$ cat config.mk
export PLATFORM = sky130hd
export DESIGN_NAME = ex_mem_reg
export DESIGN_NICKNAME = d
export VERILOG_FILES = /design/src/rtl/ex_mem_reg_pkg.sv /design/src/rtl/ex_mem_reg_entry.sv /design/src/rtl/ex_mem_reg.sv
export SDC_FILE = /design/constraint.sdc
export NUM_CORES = 1
export LEC_CHECK = 0
export CORE_ASPECT_RATIO = 0.9
export CORE_MARGIN = 2
export CORE_UTILIZATION = 35
export CTS_BUF_LIST = sky130_fd_sc_hd__clkbuf_4 sky130_fd_sc_hd__clkbuf_8 sky130_fd_sc_hd__clkbuf_16
export CTS_CLUSTER_SIZE = 14
export DETAILED_ROUTE_END_ITERATION = 10
export PLACE_DENSITY = 0.68
export REMOVE_ABC_BUFFERS = 1
export SLEW_MARGIN = 20
export SYNTH_ARGS = -nofsm -noshare
export SYNTH_HDL_FRONTEND = slang
export SYNTH_SLANG_ARGS = --single-unit
$ cat constraint.sdc
create_clock -name clk -period 4.1 [get_ports clk]
set_clock_uncertainty 0.1 [all_clocks]
set_input_delay 0.82 -clock clk [delete_from_list [all_inputs] [get_ports clk]]
set_output_delay 0.82 -clock clk [all_outputs]
set_load 0.01 [all_outputs]
$ cat src/rtl/ex_mem_reg_pkg.sv
// ============================================================================
// ex_mem_reg_pkg : EX/MEM stage register state encodings and default widths.
// Revision 1.0
// ============================================================================
`default_nettype none

package ex_mem_reg_pkg;

  localparam int DEF_DATA_W = 32;
  localparam int DEF_REG_W  = 5;

  typedef enum logic [1:0] {
    EMPTY = 2'd0,
    ONE   = 2'd1,
    TWO   = 2'd2
  } exmem_state_t;

endpackage

`default_nettype wire

$ cat src/rtl/ex_mem_reg_entry.sv
// ============================================================================
// exmem_entry : payload register with load enable and synchronous clear.
// Revision 1.0
// ============================================================================
`default_nettype none

module exmem_entry #(
  parameter int W = 8
) (
  input  logic         clk,
  input  logic         reset,
  input  logic         clr,
  input  logic         load,
  input  logic [W-1:0] d,
  output logic [W-1:0] q
);

  logic [W-1:0] r_q;

  always_ff @(posedge clk) begin
    if (reset || clr) begin
      r_q <= '0;
    end else if (load) begin
      r_q <= d;
    end
  end

  assign q = r_q;

endmodule

`default_nettype wire

$ cat src/rtl/ex_mem_reg.sv
// ============================================================================
// ex_mem_reg : EX/MEM pipeline register as a 2-entry skid buffer with hazard
// detection. Forwarding outputs are live only when EXMEM_FORWARD_EN is defined.
// Revision 1.0
// ============================================================================
`default_nettype none

module ex_mem_reg
  import ex_mem_reg_pkg::*;
#(
  parameter int DATA_W = DEF_DATA_W,
  parameter int REG_W  = DEF_REG_W
) (
  input  logic              clk,
  input  logic              reset,
  input  logic              ex_valid,
  output logic              ex_ready,
  input  logic [DATA_W-1:0] ALUResult,
  input  logic [DATA_W-1:0] StoreData,
  input  logic [REG_W-1:0]  DestReg,
  input  logic              RegWrite,
  input  logic              MemRead,
  input  logic              MemWrite,
  input  logic              MemToReg,
  output logic              mem_valid,
  input  logic              mem_ready,
  output logic [DATA_W-1:0] M_ALUResult,
  output logic [DATA_W-1:0] M_StoreData,
  output logic [REG_W-1:0]  M_DestReg,
  output logic              M_RegWrite,
  output logic              M_MemRead,
  output logic              M_MemWrite,
  output logic              M_MemToReg,
  input  logic              flush,
  input  logic [REG_W-1:0]  SrcA,
  input  logic [REG_W-1:0]  SrcB,
  output logic              FwdA,
  output logic              FwdB,
  output logic [DATA_W-1:0] FwdData,
  output logic              LoadUse
);

  localparam int PW = 2 * DATA_W + REG_W + 4;

  exmem_state_t r_state;
  exmem_state_t w_next;
  logic         r_ex_ready;
  logic         w_accept;
  logic         w_retire;
  logic         w_head_load;
  logic         w_skid_load;
  logic         w_head_from_skid;
  logic [PW-1:0] w_in;
  logic [PW-1:0] w_head_d;
  logic [PW-1:0] w_head_q;
  logic [PW-1:0] w_skid_q;

  assign w_in = {ALUResult, StoreData, DestReg, RegWrite, MemRead, MemWrite, MemToReg};

  assign mem_valid = (r_state != EMPTY);
  assign ex_ready  = r_ex_ready;
  assign w_accept  = ex_valid && r_ex_ready;
  assign w_retire  = mem_valid && mem_ready;

  always_ff @(posedge clk) begin
    if (reset) begin
      r_state <= EMPTY;
    end else begin
      r_state <= w_next;
    end
  end

  // ex_ready is registered from the next state so mem_ready never reaches it combinationally.
  always_ff @(posedge clk) begin
    if (reset) begin
      r_ex_ready <= 1'b1;
    end else begin
      r_ex_ready <= (w_next != TWO);
    end
  end

  always_comb begin
    w_next           = r_state;
    w_head_load      = 1'b0;
    w_skid_load      = 1'b0;
    w_head_from_skid = 1'b0;
    case (r_state)
      EMPTY: begin
        if (w_accept) begin
          w_next      = ONE;
          w_head_load = 1'b1;
        end
      end
      ONE: begin
        if (w_accept && !w_retire) begin
          w_next      = TWO;
          w_skid_load = 1'b1;
        end else if (!w_accept && w_retire) begin
          w_next = EMPTY;
        end else if (w_accept && w_retire) begin
          w_head_load = 1'b1;
        end
      end
      TWO: begin
        if (w_retire) begin
          w_next           = ONE;
          w_head_load      = 1'b1;
          w_head_from_skid = 1'b1;
        end
      end
      default: w_next = EMPTY;
    endcase
    if (flush) begin
      w_next      = EMPTY;
      w_head_load = 1'b0;
      w_skid_load = 1'b0;
    end
  end

  assign w_head_d = w_head_from_skid ? w_skid_q : w_in;

  exmem_entry #(.W(PW)) u_head (
    .clk   (clk),
    .reset (reset),
    .clr   (flush),
    .load  (w_head_load),
    .d     (w_head_d),
    .q     (w_head_q)
  );

  exmem_entry #(.W(PW)) u_skid (
    .clk   (clk),
    .reset (reset),
    .clr   (flush),
    .load  (w_skid_load),
    .d     (w_in),
    .q     (w_skid_q)
  );

  assign {M_ALUResult, M_StoreData, M_DestReg,
          M_RegWrite, M_MemRead, M_MemWrite, M_MemToReg} = w_head_q;

  assign LoadUse = mem_valid && M_MemRead && (M_DestReg != '0) &&
                   ((M_DestReg == SrcA) || (M_DestReg == SrcB));

`ifdef EXMEM_FORWARD_EN
  // Loads are excluded: their data is not known until MEM, which LoadUse covers.
  assign FwdA    = mem_valid && M_RegWrite && !M_MemRead &&
                   (M_DestReg != '0) && (M_DestReg == SrcA);
  assign FwdB    = mem_valid && M_RegWrite && !M_MemRead &&
                   (M_DestReg != '0) && (M_DestReg == SrcB);
  assign FwdData = M_ALUResult;
`else
  assign FwdA    = 1'b0;
  assign FwdB    = 1'b0;
  assign FwdData = '0;
`endif

endmodule

`default_nettype wire

==> qor.yml <==
hold_viol_final: 0
clkSinkCount: 149
synth_cell_types: 32
final_util_pct: 46.7
start_util_pct: 35.5
outcome: "finished clean"
r2r_start: "r_state[1]"
cts-buffers-inserted: 17
cp.required_ps: 3180
cts_root_buf: "clkbuf_16"
ctsResizeCount: 0
holdPathStages: 2
post_cts_buffers: 0
finalSetupTns_ps: 0
max_cap_viol_count: 0
timing.fmax_mhz: 297
min_period_ps: 3370
insertedDiodeCount: 0
ctsLongestPathBuffers: 2
holdCritPathClass: "register to register"
finalMaxSlewViolations: 0
wirelength_um: 15300
grt_pass1_wl_um: 24600
drc: 0
syn_inst: 715
ant_nets: 0
syn_area_per_cell_sq_um: 9.47
viasPerCell: 4.68
routedWlPerCell_um: 13.8
ios: 198
period_share_pct: 82.2
clk_latency_ps: 410
fill_cells: 1833
htreeDepth: 4
die-height_um: 136
ys_seq_area_share_pct: 44.0
drive_gt1_share_pct: 14.2
io_buffers: 163
grt_pass1_vias: 4963
drtIter0Drc: 194
post-place-ws_ps: 678
cts_tree: "yes"
start_kind: "input port"
reg2reg_to: "u_skid.q[67]"
core.rowCount: 48
place_inst: 1083
antenna_found_initial: 0
rrSetupSlack_ps: 2140
final_net_count: 940
floorplan.core_area_sq_um: 19100
worstMarginPinSlew_ps: 922
clk_pin_slew_ps: 60
vdd_drop_max_uv: 243
overflow: 0
post-dp-hpwl_um: 9780
yosys_warnings: 0
gp_congestion: 0.748
crit_type: "input port to output port"
final_cell_count_no_fill: 1115
syn2layout_area_growth_pct: 31.8
rr_worst_depth: 5
netlist_area_sq_um: 6770
min_from: "u_skid.q[63]"
setup_viol: 0
p_leak_nw: 3.61
relSlewSlack_pct: 38.6
rsz0062_at_grt: "no"
grt_max_degree: 82
drt_pass1_iterations: 4
end_kind: "output port"
powerDensity_nw_per_um2: 392
cts-hold-fix-buffers: 0
arrival_ps: 2450
synth-seq-cells: 149
worst_slack_ps: 731
gr-usage-all-layers_pct: 14.9
dieArea_sq_um: 20500
total_power_mw: 3.50
vias: 5220
whs_endpoint: "u_skid.q[63]"
die_width_um: 151
cp_max_fo: 1
## synthesized netlist by cell type, drive strengths merged
master / count / area, sq um
a211oi: 73 / 913
a21oi: 75 / 375
a221o: 1 / 11.3
and2: 1 / 6.26
and3b: 3 / 28.8
buf: 69 / 536
clkbuf: 19 / 131
conb: 1 / 3.75
dfxtp: 149 / 2980
dlygate4sd1: 2 / 17.5
dlymetal6s2s: 1 / 12.5
inv: 2 / 7.51
mux2i: 74 / 741
nand2: 148 / 556
nand3: 2 / 10.0
nand3b: 3 / 22.5
nor2: 74 / 278
nor3: 2 / 10.0
o211ai: 1 / 7.51
o21ai: 1 / 5.00
o21ba: 1 / 10.0
or2: 1 / 6.26
or3: 1 / 6.26
or4: 1 / 7.51
xnor2: 4 / 35.0
xor2: 6 / 52.6
## where the power goes
part / switching, mW / total [mW] / internal [mW]
clock network: 0.613 / 1.52 / 0.910
registers: 0.0275 / 1.52 / 1.49
logic: 0.232 / 0.458 / 0.226
total: 0.872 / 3.50 / 2.63
## area by class of cell
| type | instances | area (sq um) | share of cell area (%) |
|---|---|---|---|
| Timing Repair Buffer | 176 | 1820 | 20.4 |
| Sequential cell | 149 | 2980 | 33.4 |
| Inverter | 2 | 7.51 | 0.0841 |
| Clock inverter | 10 | 96.3 | 1.08 |
| Clock buffer | 22 | 488 | 5.47 |
| Multi-Input combinational cell | 506 | 3220 | 36.1 |
| Tap cell | 250 | 313 | 3.50 |
## worst max-delay path: stages
cell,delay (ps)
clkdlybuf4s50_1,420
xor2_1,140
nor3_1,240
nand3_1,100
a21oi_1,170
clkdlybuf4s50_1,560
## how the worst max path moves through the flow
stage | cells after the start | startpoint | to | slack (ps)
after floorplan | 3 | mem_ready | u_head.q[0] | -390
after global placement | 6 | SrcA[2] | LoadUse | 680
after detailed placement | 6 | SrcA[2] | LoadUse | 680
after CTS | 6 | SrcA[2] | LoadUse | 670
after global routing | 6 | SrcA[0] | LoadUse | 620
final | 6 | SrcA[2] | LoadUse | 730
## cell usage in the layout (no fill, tap or decap), types with 3 or more instances in the layout
master	synthesis	routed
mux2i_1	74	74
xor2_1	6	6
clkdlybuf4s50_1	0	163
a211oi_2	73	73
clkbuf_8	6	4
buf_12	3	7
nor2_1	74	74
clkbuf_16	0	17
conb_1	1	34
buf_4	34	6
dfxtp_1	149	149
clkinvlp_4	0	4
nand2_1	148	148
xnor2_1	4	4
a21oi_1	75	75
nand3b_1	3	3
## registers in the layout (all words and copies together) (netlist names)
name      cells
u_head.q     73
u_skid.q     73
ex_ready      1
r_state       2
## logic make-up (layout without fill, tap and decap cells)
family | after synthesis | count (layout) | share of synthesized area (%)
xor+xnor | 10 | 10 | 1.29
mux | 74 | 74 | 10.9
other cells | 1 | 34 | 0.0554
compound gates | 152 | 152 | 19.5
simple gates | 236 | 236 | 13.7
buf+inv | 93 | 210 | 10.4
flops | 149 | 149 | 44.0
## per-stage QoR
step | hold slack, ps | area [sq um]
floorplan | 336 | 6200
finish | 353 | 8930
global placement | 340 | 8340
global route | 371 | 8930
CTS | 354 | 8930
detailed placement | 346 | 8340
## layer usage
layer	track usage (%)	wire [um]
met5	0	0
met4	3.27	88
met3	5.60	1090
met2	24.0	7030
met1	19.2	7140
Note: power is estimated with default switching activity, not from simulation.
